**config.mk**
```make
export PLATFORM = sky130hd
export DESIGN_NAME = tri_raster_ctrl
export DESIGN_NICKNAME = d
export VERILOG_FILES = /design/src/rtl/tri_raster_ctrl_pkg.sv /design/src/rtl/tri_cmd_fifo.sv /design/src/rtl/tri_raster_ctrl.sv
export SDC_FILE = /design/constraint.sdc
export NUM_CORES = 1
export LEC_CHECK = 0
export CAP_MARGIN = 10
export CORE_MARGIN = 5
export CORE_UTILIZATION = 50
export DETAILED_ROUTE_END_ITERATION = 8
export PLACE_DENSITY = 0.86
export SLEW_MARGIN = 20
export SYNTH_ARGS = -nofsm -noshare
export SYNTH_HDL_FRONTEND = slang
export SYNTH_SLANG_ARGS = --single-unit
```
**constraint.sdc**
```tcl
create_clock -name i_clk -period 6.64 [get_ports i_clk]
set_clock_uncertainty 0.2 [all_clocks]
set_input_delay 0.996 -clock i_clk [delete_from_list [all_inputs] [get_ports i_clk]]
set_output_delay 0.996 -clock i_clk [all_outputs]
set_load 0.01 [all_outputs]
```
**src/rtl/tri_raster_ctrl_pkg.sv**
```systemverilog
// -----------------------------------------------------------------------------
// tri_raster_ctrl_pkg
// Shared types and constants for the triangle command scheduler.
//   - screen geometry defaults
//   - vertex (packed {y, x}, signed 28.4) and RGB565 colour typedefs
//   - packed command record stored in the command FIFO
//   - scheduler FSM state encoding
// -----------------------------------------------------------------------------
package tri_raster_ctrl_pkg;

    localparam int unsigned SCREEN_WIDTH_DEFAULT  = 640;
    localparam int unsigned SCREEN_HEIGHT_DEFAULT = 480;

    // One vertex: y in the upper word, x in the lower word, both signed 28.4.
    typedef struct packed {
        logic signed [31:0] y;
        logic signed [31:0] x;
    } vertex_t;

    typedef logic [15:0] color_t;

    // One queued triangle command (3 x 64 + 16 bits).
    typedef struct packed {
        vertex_t v1;
        vertex_t v2;
        vertex_t v3;
        color_t  color;
    } tri_cmd_t;

    localparam int unsigned TRI_CMD_W = $bits(tri_cmd_t);

    // Scheduler FSM encoding.
    localparam logic [1:0] ST_SYNC = 2'd0;
    localparam logic [1:0] ST_IDLE = 2'd1;
    localparam logic [1:0] ST_ACK  = 2'd2;
    localparam logic [1:0] ST_RUN  = 2'd3;

    // Cycles spent in ACK with done still high before the start pulse is repeated.
    localparam int unsigned ACK_RETRY_CYCLES = 4;

endpackage

```
**src/rtl/tri_cmd_fifo.sv**
```systemverilog
// -----------------------------------------------------------------------------
// tri_cmd_fifo
// Synchronous FIFO for triangle commands, show-ahead (head is the oldest entry).
// Ports:
//   clk, rst_n      clock, asynchronous active-low reset (flushes the FIFO)
//   push, push_data write request and data; ignored when full
//   pop             read request; ignored when empty
//   head            oldest entry, valid while !empty
//   full, empty     occupancy flags, combinational from the pointers
// -----------------------------------------------------------------------------
module tri_cmd_fifo #(
    parameter int unsigned DEPTH = 4,
    parameter int unsigned WIDTH = 8
) (
    input  logic             clk,
    input  logic             rst_n,
    input  logic             push,
    input  logic [WIDTH-1:0] push_data,
    input  logic             pop,
    output logic [WIDTH-1:0] head,
    output logic             full,
    output logic             empty
);

    localparam int unsigned PTR_W = (DEPTH > 1) ? $clog2(DEPTH) : 1;

    // Pointers carry one extra wrap bit so full and empty are distinguishable.
    logic [PTR_W:0]   wr_ptr_q;
    logic [PTR_W:0]   rd_ptr_q;
    logic [WIDTH-1:0] mem [DEPTH];
    logic             do_push;
    logic             do_pop;

    assign empty   = (wr_ptr_q == rd_ptr_q);
    assign full    = (wr_ptr_q[PTR_W] != rd_ptr_q[PTR_W]) &&
                     (wr_ptr_q[PTR_W-1:0] == rd_ptr_q[PTR_W-1:0]);
    assign do_push = push && !full;
    assign do_pop  = pop && !empty;
    assign head    = mem[rd_ptr_q[PTR_W-1:0]];

    always_ff @(posedge clk or negedge rst_n) begin
        if (!rst_n) begin
            wr_ptr_q <= '0;
            rd_ptr_q <= '0;
        end else begin
            if (do_push) begin
                wr_ptr_q <= wr_ptr_q + (PTR_W + 1)'(1);
            end
            if (do_pop) begin
                rd_ptr_q <= rd_ptr_q + (PTR_W + 1)'(1);
            end
        end
    end

    // Storage is not reset: an entry is only read after it has been written.
    always_ff @(posedge clk) begin
        if (do_push) begin
            mem[wr_ptr_q[PTR_W-1:0]] <= push_data;
        end
    end

endmodule

```
**src/rtl/tri_raster_ctrl.sv**
```systemverilog
// -----------------------------------------------------------------------------
// tri_raster_ctrl
// Triangle command scheduler in front of a point-emitting rasterizer. Commands
// are queued in a small FIFO, launched one at a time, and each emitted point is
// turned into a linear framebuffer write carrying the triangle's colour.
// Ports:
//   i_clk, i_rst_n            clock, asynchronous active-low reset
//   i_tri_valid, o_tri_ready  command handshake (ready = FIFO not full)
//   i_tri_v1..3, i_tri_color  command payload: {y, x} 28.4 vertices, RGB565
//   o_rast_start              one-cycle launch pulse to the rasterizer
//   o_rast_v1..3              vertices of the current triangle
//   i_rast_write, i_rast_point, i_rast_done   rasterizer point stream / idle
//   o_px_we, o_px_addr, o_px_color            framebuffer write port
//   o_busy                    work queued or a triangle in flight
//   o_tri_count               completed triangles, wraps at 2^16
// -----------------------------------------------------------------------------
module tri_raster_ctrl
    import tri_raster_ctrl_pkg::*;
#(
    parameter int unsigned SCREEN_WIDTH  = SCREEN_WIDTH_DEFAULT,
    parameter int unsigned SCREEN_HEIGHT = SCREEN_HEIGHT_DEFAULT,
    parameter int unsigned DEPTH         = 4,
    parameter int unsigned ADDR_W        = 19
) (
    input  logic              i_clk,
    input  logic              i_rst_n,
    // command port
    input  logic              i_tri_valid,
    output logic              o_tri_ready,
    input  logic [63:0]       i_tri_v1,
    input  logic [63:0]       i_tri_v2,
    input  logic [63:0]       i_tri_v3,
    input  logic [15:0]       i_tri_color,
    // rasterizer port
    output logic              o_rast_start,
    output logic [63:0]       o_rast_v1,
    output logic [63:0]       o_rast_v2,
    output logic [63:0]       o_rast_v3,
    input  logic              i_rast_write,
    input  logic [31:0]       i_rast_point,
    input  logic              i_rast_done,
    // framebuffer port
    output logic              o_px_we,
    output logic [ADDR_W-1:0] o_px_addr,
    output logic [15:0]       o_px_color,
    // status
    output logic              o_busy,
    output logic [15:0]       o_tri_count
);

    // ------------------------------------------------------------------
    // Command FIFO
    // ------------------------------------------------------------------
    tri_cmd_t          push_cmd;
    tri_cmd_t          head_cmd;
    logic [TRI_CMD_W-1:0] head_bits;
    logic              fifo_full;
    logic              fifo_empty;
    logic              pop;

    assign push_cmd = {i_tri_v1, i_tri_v2, i_tri_v3, i_tri_color};
    assign head_cmd = tri_cmd_t'(head_bits);

    tri_cmd_fifo #(
        .DEPTH (DEPTH),
        .WIDTH (TRI_CMD_W)
    ) u_fifo (
        .clk       (i_clk),
        .rst_n     (i_rst_n),
        .push      (i_tri_valid),
        .push_data (push_cmd),
        .pop       (pop),
        .head      (head_bits),
        .full      (fifo_full),
        .empty     (fifo_empty)
    );

    assign o_tri_ready = !fifo_full;

    // ------------------------------------------------------------------
    // Scheduler FSM
    // ------------------------------------------------------------------
    logic [1:0]  state_q;
    logic [1:0]  state_d;
    logic [1:0]  ack_cnt_q;
    logic [1:0]  ack_cnt_d;
    logic        start_q;
    logic        start_d;
    logic        count_inc;
    logic [15:0] tri_count_q;

    always_comb begin
        state_d   = state_q;
        ack_cnt_d = ack_cnt_q;
        start_d   = 1'b0;
        pop       = 1'b0;
        count_inc = 1'b0;
        case (state_q)
            // The rasterizer has no reset; let it finish whatever it was doing.
            ST_SYNC: begin
                if (i_rast_done) begin
                    state_d = ST_IDLE;
                end
            end
            // Launch only once done has been seen high here, so the final point
            // of the previous triangle has already picked up the old colour.
            ST_IDLE: begin
                if (!fifo_empty && i_rast_done) begin
                    pop       = 1'b1;
                    start_d   = 1'b1;
                    ack_cnt_d = '0;
                    state_d   = ST_ACK;
                end
            end
            ST_ACK: begin
                if (!i_rast_done) begin
                    ack_cnt_d = '0;
                    state_d   = ST_RUN;
                end else if (ack_cnt_q == 2'(ACK_RETRY_CYCLES - 1)) begin
                    // Start appears to have been missed; pulse it again.
                    start_d   = 1'b1;
                    ack_cnt_d = '0;
                end else begin
                    ack_cnt_d = ack_cnt_q + 2'd1;
                end
            end
            ST_RUN: begin
                if (i_rast_done) begin
                    count_inc = 1'b1;
                    state_d   = ST_IDLE;
                end
            end
            default: begin
                state_d = ST_SYNC;
            end
        endcase
    end

    // ------------------------------------------------------------------
    // Point to framebuffer write
    // ------------------------------------------------------------------
    logic [15:0]       pt_x;
    logic [15:0]       pt_y;
    logic              pt_in_range;
    logic              px_accept;
    logic [ADDR_W-1:0] px_addr_d;

    assign pt_x        = i_rast_point[15:0];
    assign pt_y        = i_rast_point[31:16];
    assign pt_in_range = (32'(pt_x) < SCREEN_WIDTH) && (32'(pt_y) < SCREEN_HEIGHT);
    // Points are discarded while resynchronising after reset.
    assign px_accept   = i_rast_write && pt_in_range && (state_q != ST_SYNC);
    assign px_addr_d   = ADDR_W'(pt_y) * ADDR_W'(SCREEN_WIDTH) + ADDR_W'(pt_x);

    // ------------------------------------------------------------------
    // State and output registers
    // ------------------------------------------------------------------
    vertex_t v1_q;
    vertex_t v2_q;
    vertex_t v3_q;
    color_t  color_q;
    logic              px_we_q;
    logic [ADDR_W-1:0] px_addr_q;
    color_t            px_color_q;

    always_ff @(posedge i_clk or negedge i_rst_n) begin
        if (!i_rst_n) begin
            state_q     <= ST_SYNC;
            ack_cnt_q   <= '0;
            start_q     <= 1'b0;
            v1_q        <= '0;
            v2_q        <= '0;
            v3_q        <= '0;
            color_q     <= '0;
            tri_count_q <= '0;
            px_we_q     <= 1'b0;
            px_addr_q   <= '0;
            px_color_q  <= '0;
        end else begin
            state_q   <= state_d;
            ack_cnt_q <= ack_cnt_d;
            start_q   <= start_d;
            // Vertices and colour change only on a pop and hold until the next.
            if (pop) begin
                v1_q    <= head_cmd.v1;
                v2_q    <= head_cmd.v2;
                v3_q    <= head_cmd.v3;
                color_q <= head_cmd.color;
            end
            if (count_inc) begin
                tri_count_q <= tri_count_q + 16'd1;
            end
            px_we_q <= px_accept;
            if (px_accept) begin
                px_addr_q  <= px_addr_d;
                px_color_q <= color_q;
            end
        end
    end

    assign o_rast_start = start_q;
    assign o_rast_v1    = v1_q;
    assign o_rast_v2    = v2_q;
    assign o_rast_v3    = v3_q;
    assign o_px_we      = px_we_q;
    assign o_px_addr    = px_addr_q;
    assign o_px_color   = px_color_q;
    assign o_tri_count  = tri_count_q;
    // SYNC is not counted as busy: nothing of ours is in flight there.
    assign o_busy       = !fifo_empty || (state_q == ST_ACK) || (state_q == ST_RUN);

endmodule

```
* Word level (Yosys, flattened, before mapping)
Memories as Yosys holds them, arrays and structs flattened. A register that Yosys moved wholly into a read port is not among the register bits. Cells that the tools add are included.
Word-level totals: register bits 63, RAM bits 832, bits of input ports 245, output and inout bits 247, word-level logic and storage cells 63, memories kept 1
Operators by class: add/subtract/negate cells 5, multipliers 1, $lt $le $gt $ge 2, equal/unequal tests 10, mux-type cells 17, reduce and logical (&&, ||, !) cells 18
Memory list:
- u_fifo.mem | words 4, width 208, rd ports 1, clocked after memory_dff 1, write ports 1, RTL line tri_cmd_fifo.sv:30 | logic [WIDTH-1:0] mem [DEPTH];
Operator list (number):
- 19-bit by 16-bit adder with 19-bit output | 1
- 16-bit by 1-bit adder with 16-bit output (second input constant) | 1
- 16-bit by 10-bit < comparator with 1-bit output (second input constant) | 1
- 16-bit by 9-bit < comparator with 1-bit output (second input constant) | 1
- 16-bit by 3-bit multiplier with 12-bit output (second input constant) | 1
- 2-bit 2-to-1 mux | 6
- 1-bit 2-to-1 mux | 8
- 1-bit logical AND | 7
- 3-bit by 1-bit adder with 3-bit output (second input constant) | 2
- 2-bit == test (second input constant) | 3
- 2-bit case mux with 3 select lines | 1
- 2-bit inequality test (second input constant) | 2
- 2-bit case mux with 2 select lines | 1
- 2-bit nonzero test | 2
- 3-bit == test | 1
- 1-bit zero test | 3
- 3-bit AND reduction | 1
- 2-bit by 1-bit adder with 2-bit output (second input constant) | 1
- 2-bit by 1-bit == test with 1-bit output (second input constant) | 1
- 2-bit == test | 1
- 2-bit zero test | 1
- 1-bit logical OR | 2
- 2-bit by 1-bit inequality test with 1-bit output (second input constant) | 1
- 1-bit case mux with 2 select lines | 1
- other kinds (3) | 3

* Depth between registers and ports, before layout
word-level depth 6, depth in mapped cells 13, mapped depth without buffers 13

* Hierarchy
From an unflattened synthesis, not the netlist that was laid out.
Unflattened totals: cell total of the unflattened synthesis 1870, area total of the unflattened synthesis 41516.1 um^2
By module, submodules not included:
- tri_cmd_fifo | instances 1, cells each 1136, area an instance 30564.3 um^2, sequential area each 25134.1 um^2
- tri_raster_ctrl | instances 1, cells each 734, area an instance 10951.8 um^2, sequential area each 6631.4 um^2

* Least setup slack after synthesis
No wires, ideal clock.
path type input to register, from input port i_tri_valid, to memory u_fifo.mem[3][0] in the netlist's numbering (enable), library setup time 0.598 ns, arrival time 5.803 ns, setup slack 0.039 ns, stages 1, path buffers 0, cell sequence and3_1
On the way: longest elaborated chain between the ends 3
RTL lines:
- start, declared | RTL line tri_raster_ctrl.sv:28 | input logic i_tri_valid,
- 1-bit logical AND | RTL line tri_cmd_fifo.sv:37 | assign do_push = push && !full;
- 1-bit 2-to-1 mux | RTL line tri_cmd_fifo.sv:57 | if (do_push) begin
- 1-bit 2-to-1 mux (not written as such) | RTL line tri_cmd_fifo.sv:58 | mem[wr_ptr_q[PTR_W-1:0]] <= push_data;
- end, declared | RTL line tri_cmd_fifo.sv:30
No other way between the ends.

* Final worst setup path
from register u_fifo.rd_ptr_q[1], to output port o_busy
On the way: longest elaborated chain between the ends 4
RTL lines:
- start, declared | RTL line tri_cmd_fifo.sv:29 | logic [PTR_W:0] rd_ptr_q;
- start signal, assigned | RTL line tri_cmd_fifo.sv:50 | rd_ptr_q <= rd_ptr_q + (PTR_W + 1)'(1);
- 3-bit == test | RTL line tri_cmd_fifo.sv:34 | assign empty = (wr_ptr_q == rd_ptr_q);
- 1-bit zero test | RTL line tri_raster_ctrl.sv:210 | assign o_busy = !fifo_empty || (state_q == ST_ACK) || (state_q == ST_RUN);
- 1-bit logical OR (2 in a row) | RTL line tri_raster_ctrl.sv:210
- end, declared | RTL line tri_raster_ctrl.sv:47 | output logic o_busy,
No other way between the ends.

==> impl_metrics.ini <==
[synthesis]
synth_compound_area_share_pct = 0.9548
synthXorXnorAreaFrac_pct = 0.7638
async_reset_ff_share_pct = 24.57
muxShareOfSynthArea_pct = 11.38
syn_nets = 2639
synth_adder_area_share_pct = 1.249
yosys_warnings = 0
ys_types = 47
synth_edf_count = 832
syn_area_per_cell_um2 = 17.54
synth_cells = 2354
synth-seq-cells = 1103
ys.flop_type = edfxtp_1
synth_top_family_by_area = multiplexers
yosysSeqAreaShare_pct = 76.95
syn_area_um2 = 41280
synthSimpleGateAreaFrac_pct = 7.423

[place]
gp_congestion = 0.7987
io_buffers = 491
dp.final_hpwl_um = 56860
preCtsSetupSlack_ps = 2077
place_area_um2 = 47450
dpl.cell_count = 3837

[setup_path]
crit_family = simple AND/OR/NAND/NOR gates
cp-end-kind = output port
cp_max_fo = 31
critical_path_buf_inv_count = 1
cp.arrival_ps = 2960
crit_path_cell_trace = xor2_1 -> or3_1 -> or3_1 -> clkdlybuf4s50_1
critPathMostFrequentCell = or3_1
crit_slowest_cell = dfrtp_4
cp-start-kind = flop
cp_slowest_stage_delay_ps = 700
crit_required_ps = 5440
critPathKind = flop to output port

[floorplanning]
num_rows = 105
fp.dieArea_um2 = 88410
ios = 492
die_h_um = 297.3
die-width_um = 297.3
core-area_um2 = 81980
initial_core_util_pct = 50.35

[clocking]
cts-hold-fix-buffers = 0
cts_buffer_depth = 3
clkLatencyLatePin_ps = 670
ctsResizeCount = 0
cts_setup_buffers = 0
htree_levels = 3
cts_sinks = 1103
root_buffer = clkbuf_16
path_clk_slew_ps = 60
cts_tree = yes
cts_made_buffers = 106

[timing]
period_share_pct = 62.65
fin_tns_setup_ps = 0
hold_ws_ps = 117.4
setup_viol = 0
slew_headroom_pct = 29.71
setup_ws_ps = 2480
worstMarginPinSlew_ps = 1054
fin_crit_ps = 4160
rsz0062_at_grt = false
hold_viol_final = 0
drv_slew = 0
timing.fmax_mhz = 240.4

[run_status]
status = completed

[route]
wl_met2_um = 50640
antenna_left = 0
vias = 22600
drtPass1Iterations = 5
viasPerCell = 5.566
met1_length_um = 36320
wirelength_um = 96490
drcViolationCount = 0
routed.top_layer = met5
drtIter0Drc = 1897
routedWlPerCell_um = 23.76
met3_length_um = 6116

[finish]
finish.instance_area_um2 = 50940
fin_util_pct = 62.13
area_growth_pct = 23.39
final_nets = 3160
final_cells = 4060
drive_gt1_share_pct = 13.25

[global_routing]
grt_overflow = 0
antenna_found_initial = 30
grt_max_degree = 139
first_global_vias = 23590
grt_pass1_wl_um = 147000
grtUsageTotal_pct = 21.45

[power]
internal_power_mw = 15.70
p_switching_mw = 6.791
p_per_area_nw_per_um2 = 441.6
leakagePower_nw = 18.79
clockPowerShare_pct = 26.0
p_comb_share_pct = 28.7
design_power_total_mw = 22.49
sequentialPowerShare_pct = 45.3
p_sw_share_pct = 30.19
peakVddDrop_mv = 0.4465

[hold_path]
min_path_type = input port to asynchronous set/reset pin

[run]
maxCapViolations = 0
==> sequential cells by signal, indices dropped and copies added (netlist names), 3 cells and up <==
signal / cells
o_rast_v3: 64
color_q: 16
o_rast_v1: 64
u_fifo.mem: 832
o_px_color: 16
o_rast_v2: 64
u_fifo.rd_ptr_q: 3
o_tri_count: 16
u_fifo.wr_ptr_q: 3
o_px_addr: 19
==> cell usage in the layout, fill, tap and decap left out, drive strengths merged, types with 5 or more instances in the layout <==
cell / n
bufinv: 5
clkdlybuf4s50: 490
nor2: 21
nand2: 731
xnor2: 23
clkinv: 29
ha: 38
buf: 23
dfrtp: 271
nand4: 6
o21ai: 19
diode: 24
nand3: 9
a21oi: 10
edfxtp: 832
inv: 18
xor2: 13
mux4: 208
clkbuf: 160
and3: 6
==> cells by family (layout without fill, tap and decap cells) <==
logic type / Yosys count / in the layout
AND/OR/NAND/NOR: 792 / 792
multiplexers: 209 / 209
buffers and inverters: 115 / 727
flip-flops: 1103 / 1103
AO/OA/AOI/OAI: 59 / 59
other: 0 / 24
XOR/XNOR: 36 / 36
adder cells (fa/ha/maj): 40 / 40
==> layer usage <==
metal | vias to the layer above | track usage (%)
li1 | 9807 | -
met1 | 11750 | 27.28
met2 | 851 | 36.61
met3 | 183 | 4.211
met4 | 10 | 8.861
met5 | - | 0
==> worst register-to-register path: stages, from the launching register on <==
cell and delay [ps]:
dfrtp_4 560, buf_4 730, buf_4 870, mux4_2 680
nand2_1 100, nand2_1 60
==> final cells by class <==
class | count | area, µm²
Clock buffer | 160 | 2977
Timing Repair Buffer | 513 | 5260
Antenna cell | 24 | 60.06
Tap cell | 1070 | 1339
Multi-Input combinational cell | 1136 | 9025
Fill cell | 5528 | 31040
Clock inverter | 39 | 445.4
Inverter | 15 | 56.30
Sequential cell | 1103 | 31770
==> synthesized netlist by cell type, drive strengths merged (6+ instances only) <==
cell type | n | area (µm²)
nor2 | 21 | 78.83
nand4 | 6 | 37.54
and3 | 6 | 37.54
inv | 15 | 56.30
edfxtp | 832 | 24980
ha | 38 | 475.5
clkbuf | 25 | 93.84
o21ai | 19 | 98.85
dfrtp | 271 | 6782
a21oi | 10 | 50.05
nand2 | 731 | 2744
buf | 75 | 379.1
nand3 | 9 | 45.04
xnor2 | 23 | 201.4
mux4 | 208 | 4684
xor2 | 13 | 113.9
==> path summary, 6_finish.rpt <==
path | start | to | slack, ps | depth (start not counted)
worst max-delay path | u_fifo.rd_ptr_q[1] | o_busy | 2480 | 4
worst min-delay path | i_rst_n | o_px_addr[13] | 120 | 1
worst max register to register | u_fifo.rd_ptr_q[0] | o_rast_v2[15] | 3320 | 5
worst min register to register | color_q[0] | o_px_color[0] | 250 | 2
max in group asynchronous | i_rst_n | u_fifo.rd_ptr_q[1] | 4650 | 2
min in group i_clk | color_q[0] | o_px_color[0] | 250 | 2
==> power by group through the flow <==
stage / registers, mW / clock network, mW / logic (mW)
after floorplan: 10.5 / 0 / 3.62
after global placement: 10.2 / 0 / 6.33
after detailed placement: 10.3 / 0 / 6.49
after CTS: 10.2 / 5.96 / 6.59
after global routing: 10.3 / 6.29 / 6.98
final: 10.2 / 5.85 / 6.46
Power figures use the tool's default switching activity.
